--- config.mk ---
export PLATFORM = sky130hd
export DESIGN_NAME = instruction_loader
export DESIGN_NICKNAME = d
export VERILOG_FILES = /design/src/rtl/instruction_loader.sv
export SDC_FILE = /design/constraint.sdc
export NUM_CORES = 1
export LEC_CHECK = 0
export BUFFER_PORTS_ARGS = -buffer_cell sky130_fd_sc_hd__buf_2
export CORE_UTILIZATION = 48
export DETAILED_ROUTE_END_ITERATION = 12
export PLACE_DENSITY = 0.76
export SLEW_MARGIN = 20
export SYNTH_ARGS = -nofsm -noshare
export SYNTH_HDL_FRONTEND = slang
export SYNTH_SLANG_ARGS = --single-unit
export TNS_END_PERCENT = 1
--- constraint.sdc ---
create_clock -name i_clk -period 1.6 [get_ports i_clk]
set_input_delay 0.16 -clock i_clk [delete_from_list [all_inputs] [get_ports i_clk]]
set_output_delay 0.16 -clock i_clk [all_outputs]
set_load 0.05 [all_outputs]
--- src/rtl/instruction_loader.sv ---
// Assembles little-endian bytes from the debug UART into instruction words and writes them
// sequentially into the IF instruction memory, ending the load on the HALT word.
module instruction_loader #(
    parameter int WORD_SIZE_IN_BYTES = 4,
    parameter int BYTE_SIZE          = 8,
    parameter int MEM_SIZE_IN_WORDS  = 64,
    parameter logic [WORD_SIZE_IN_BYTES*BYTE_SIZE-1:0] HALT_INSTR = 32'hFFFFFFFF
) (
    input  logic                                    i_clk,
    input  logic                                    i_reset,
    input  logic                                    i_start,
    input  logic                                    i_rx_valid,
    input  logic [BYTE_SIZE-1:0]                    i_rx_data,
    input  logic                                    i_full_mem,
    output logic                                    o_clear_mem,
    output logic                                    o_write_mem,
    output logic [WORD_SIZE_IN_BYTES*BYTE_SIZE-1:0] o_instruction,
    output logic                                    o_busy,
    output logic                                    o_done,
    output logic                                    o_error,
    output logic [$clog2(MEM_SIZE_IN_WORDS):0]      o_words_loaded
);

    localparam int IDX_W = (WORD_SIZE_IN_BYTES > 1) ? $clog2(WORD_SIZE_IN_BYTES) : 1;
    localparam int CNT_W = $clog2(MEM_SIZE_IN_WORDS) + 1;

    typedef enum logic [2:0] {
        IDLE,
        CLEAR,
        RECV,
        WRITE,
        DONE,
        ERROR
    } state_t;

    state_t           state;
    logic [IDX_W-1:0] idx;

    always_ff @(posedge i_clk or posedge i_reset) begin
        if (i_reset) begin
            state          <= IDLE;
            idx            <= '0;
            o_clear_mem    <= 1'b0;
            o_write_mem    <= 1'b0;
            o_instruction  <= '0;
            o_busy         <= 1'b0;
            o_done         <= 1'b0;
            o_error        <= 1'b0;
            o_words_loaded <= '0;
        end else begin
            o_clear_mem <= 1'b0;
            o_write_mem <= 1'b0;
            o_done      <= 1'b0;
            // Start wins over everything, including a byte arriving in the same cycle.
            if (i_start) begin
                state          <= CLEAR;
                idx            <= '0;
                o_clear_mem    <= 1'b1;
                o_busy         <= 1'b1;
                o_error        <= 1'b0;
                o_words_loaded <= '0;
                o_done         <= (state == DONE);
            end else begin
                case (state)
                    IDLE: begin
                    end
                    CLEAR: begin
                        state <= RECV;
                    end
                    RECV: begin
                        if (i_rx_valid) begin
                            o_instruction[idx*BYTE_SIZE +: BYTE_SIZE] <= i_rx_data;
                            if (idx == IDX_W'(WORD_SIZE_IN_BYTES - 1)) begin
                                idx   <= '0;
                                state <= WRITE;
                            end else begin
                                idx <= idx + IDX_W'(1);
                            end
                        end
                    end
                    WRITE: begin
                        if (i_full_mem) begin
                            o_error <= 1'b1;
                            o_busy  <= 1'b0;
                            state   <= ERROR;
                        end else begin
                            o_write_mem <= 1'b1;
                            if (o_words_loaded != CNT_W'(MEM_SIZE_IN_WORDS))
                                o_words_loaded <= o_words_loaded + CNT_W'(1);
                            if (o_instruction == HALT_INSTR) begin
                                o_busy <= 1'b0;
                                state  <= DONE;
                            end else begin
                                state <= RECV;
                            end
                        end
                    end
                    DONE: begin
                        o_done <= 1'b1;
                        state  <= IDLE;
                    end
                    ERROR: begin
                    end
                    default: begin
                        o_busy <= 1'b0;
                        state  <= IDLE;
                    end
                endcase
            end
        end
    end

endmodule

Word-level counts from Yosys, hierarchy flattened
Index checks and enable logic that the tools add are counted.

Output and inout port bits: 44. Input port bits: 13. Logic and storage cells: 71. Flip-flop bits (word level): 49.

Reduce and logical (&&, ||, !) cells: 14. $add $sub $neg: 3. Equal/unequal tests: 14. Bitwise operators: 1. Mux-type cells: 28. Shift-type cells: 2.

Operators by type and width (count): $neg 5->34 (1); $shift 8x34->32 const A (1); $shiftx 8x34->32 (1); $bwmux 32 (1); $eq 32x32->1 const B (1); $mux 7 (4); $mux 3 (5); $mux 1 (12); $pmux 3 s4 (1); $reduce_bool 2->1 (5); $reduce_and 3->1 (3); $mux 2 (4); $add 7x1->7 const B (1); $ne 7x7->1 const B (1); $eq 3x2->1 const B (2); $eq 3x3->1 const B (2); $ne 3x3->1 const B (2); $reduce_and 2->1 (3); $reduce_or 5->1 (1); $ne 2x1->1 const B (2); $ne 4x4->1 const B (1); $eq 3x1->1 const B (1); $logic_not 3->1 (1); $add 2x1->2 const B (1); 5 further kinds (5).

Longest topological paths before layout
Word-level depth: 5. Gate-level depth with buffers: 7. Mapped depth without buffers: 6.

Worst setup path after synthesis
Ideal clock, no wire load.

Path type: register -> register. Start: register o_words_loaded[0]. End: register o_words_loaded[1]. Arrival: 1.673 ns. Period minus slack after synthesis: 1.805 ns. Path slack: -0.205 ns. Buffers on the path: 0. Library setup time: 0.132 ns. Required time: 1.468 ns. Stages on the path, launching flop included: 7. Cells stage by stage: dfrtp_1 -> inv_1 -> ha_1 -> nor4b_1 -> a31oi_2 -> mux2i_1 -> nor2_1.

Word-level cells in the longest chain between the ends: 5. Elaborated cells between the ends (all ways): 8. Classes of those cells: 1 x add/sub; 1 x eq/ne; 4 x mux; 2 x reduce/logical.

Ends and longest elaborated chain: start, declared (line 21) `output logic [$clog2(MEM_SIZE_IN_WORDS):0] o_words_loaded`; start signal, assigned (line 89) `o_words_loaded <= o_words_loaded + CNT_W'(1);`; $add 7x1->7 (line 89); $mux 7 (line 88) `if (o_words_loaded != CNT_W'(MEM_SIZE_IN_WORDS))`; $mux 7 (line 82) `if (i_full_mem) begin`; $mux 7 (line 64) `case (state)`; $mux 7 (line 55) `if (i_start) begin`.

Parallel ways exist; a longest one is shown, timed or not. The select of a mux whose other input is x is not followed. A chain may end at the register's enable or synchronous reset.

Worst setup path in the final report
Start: register state[2]. End: register o_words_loaded[1].

Word-level cells in the longest chain between the ends: 3.

Ends and longest elaborated chain: start, declared (line 36) `state_t state;`; start signal, assigned (line 41) `state <= IDLE;`; start signal, assigned (line 56) `state <= CLEAR;`; start signal, assigned (line 68) `state <= RECV;`; $eq 3x2->1 (line 64); $reduce_bool 2->1 (no line); $reduce_and 3->1 (no line).

No other way between the ends.

==> metrics <==
routability cong.=just over 0.8; top cells by area, synth=dfrtp_1 (51%), nand2_1 (11%), o21ai_1 (5.0%); core area=4750 µm²; TNS Setup=0 ns; die width=72.5 µm; drt via density=5.09; crit-path max FO=8; area of the multi-input gates=around 1100 µm²; DR pass1 iterations=4; vias in the first global route=about 1700; CP arrival=1.71 ns; residual DRC count=0; GRT Util Overall=21.2%; CTS tree=done; initial antenna violation count=0; # nets final=327; I/O Buffers=56; Max Slew Vio Count=0; Post-Syn Area per Cell=9.90 µm²; Clock Sinks=49; EDFF count, synth=0; n_diodes=0; Final min period=1.52 ns; placed wire-length estimate=3670 µm; yosys warns=0; layout cells sized above 1=31.7%; FMAX=around 0.66 GHz; Post-Syn Nets=around 260; Mapped Cells=241; WL final=~5200 µm; # setup viols final=0; Worst Hold Class=in -> reg; vias after detailed routing=1898; Starting Density=between 50 and 60%; VDD IR-drop max=0.000476 V; fillers=434; cell type with the largest total area after synthesis=dfrtp_1; worst slew pin tran=0.430 ns; final worst-path cycle share=95.3%; Root Driver=clkbuf_8; Clock Latency Late Sink=0.30 ns; unrepaired setup endpoints after global routing=true; Clock transition at path regs=0.09 ns; FF-to-FF setup slack=0.08 ns; Post-Synthesis Cell Area=about 2400 µm²; Util after Layout=60.8%; Initial DRC Count=147; outcome=complete, no violations; Die Ht=72.5 µm; I/O Pins=between 50 and 60; Layout Area Growth over Synthesis=21.1%; FF+latch area=1230 µm²; top-count cell post-synth=nand2_1; max-cap viol count=0; design area=2890 µm²; Setup Crit Path Kind=reg -> reg; WP data required=1.78 ns; first-pass GRT wire length=8420 µm; H-tree depth=2; largest net degree at the start of global routing=50; Area after DPL=about 2800 µm²; relative slew slack=between 70% and 80%; ANT nets after route=0; Rows=25; Fin Clk Skew=0.00753 ns; Synth top area share=51.4%; Seq cells post-synth=between 40 and 50; Worst setup SP type=register; endpoints failing hold=0; sequential share of the synthesized area=between 50% and 60%; Clock Path Buffers=2; Pwr Density=~920 nW/µm²; Die ar.=roughly 5300 µm²; Post-synth top flop=dfrtp_1; total CTS buffers=5; global route overflow=0; synth unique cells=37; CP endpoint kind=register; synth cell count leaders=nand2_1 (69), dfrtp_1 (49), o21ai_1 (24); routed len/inst=~14 µm; Leak=around 1.5 nW; async set or reset register ratio after synthesis=100%
-- critical path: stages, from the launching register on --
cell and delay [ns]:
dfrtp_1 0.45, nand4bb_1 0.34, a31oi_2 0.34, mux2i_1 0.22, nor2_1 0.05
-- power by group --
| part | total [W] | internal [W] | switching (W) |
|---|---|---|---|
| Sequential | 0.00138 | 0.00131 | 0.0000637 |
| Combinational | 0.000579 | 0.000152 | 0.000427 |
| Clock | 0.000694 | 0.000298 | 0.000395 |
-- sequential cells by signal, summed over array words and instances (netlist names) --
register and cells:
state 3, o_write_mem 1, o_clear_mem 1, o_words_loaded 7, o_done 1, o_busy 1
o_error 1, idx 2, o_instruction 32
-- through the flow --
stage	power [W]	std cells	hold slack (ns)	setup WS, ns
global route	0.00276	373	0.125	-0.0381
global placement	0.00197	365	0.222	0.126
finish	0.00265	373	0.123	0.0755
detailed placement	0.00198	365	0.223	0.0137
floorplan	0.00182	241	0.191	0.0258
CTS	0.00267	373	0.117	0.0325
-- worst paths after layout --
| check | from | endpoint | cells past startpoint |
|---|---|---|---|
| setup / recovery | state[2] | o_words_loaded[1] | 4 |
| hold / removal | i_rx_data[2] | o_instruction[18] | 3 |
| setup reg to reg | state[2] | o_words_loaded[1] | 4 |
| hold reg to reg | o_instruction[11] | o_instruction[11] | 2 |
| max in group asynchronous | i_reset | o_words_loaded[0] | 4 |
| min in group asynchronous | i_reset | o_instruction[20] | 4 |
-- layout make-up --
| class | count | share of cell area [%] |
|---|---|---|
| Clock buffer | 6 | 2.51 |
| Clock inverter | 1 | 0.173 |
| Timing Repair Buffer | 66 | 13.2 |
| Sequential cell | 49 | 42.5 |
| Tap cell | 67 | 2.90 |
| Multi-Input combinational cell | 176 | 37.6 |
| Inverter | 8 | 1.04 |
-- timing repair --
action | 4_1_cts | 5_1_grt
hold endpoints to repair | 49 | 0
setup endpoints to repair | 0 | 15
setup buffers | 0 | 0
resized for setup | 0 | 4
hold buffers | 1 | 0
-- per-layer routing --
metal	GRT usage [%]	up-vias	part of all wire [%]	wire [µm]
li1	-	949	-	-
met1	28.8	888	47	2410
met4	7.84	0	1.5	80
met5	0	-	0	0
met2	34.3	54	47	2450
met3	3.61	7	4.3	224
-- layout by cell type, fill, tap and decap left out, drive strengths merged, types with 2 or more instances in the layout --
cell    count
nand2      69
buf        65
dfrtp      49
o21ai      34
nor2       14
nand4      10
inv         8
ha          8
clkbuf      6
nand3b      6
a21oi       4
nor3b       3
xnor2       3
nor4        3
nor3        3
a31oi       3
and4bb      2
nand2b      2
xor2        2
-- cell families after synthesis --
group | synth area share [%]
muxes | 0.420
AOI/OAI and AO/OA | 11.7
xor gates and xnor gates | 1.84
DFF | 51.4
buffers and inverters | 4.19
adders and majority gates | 4.20
and+or+nand+nor | 26.3
(Power assumes the default switching activity.)
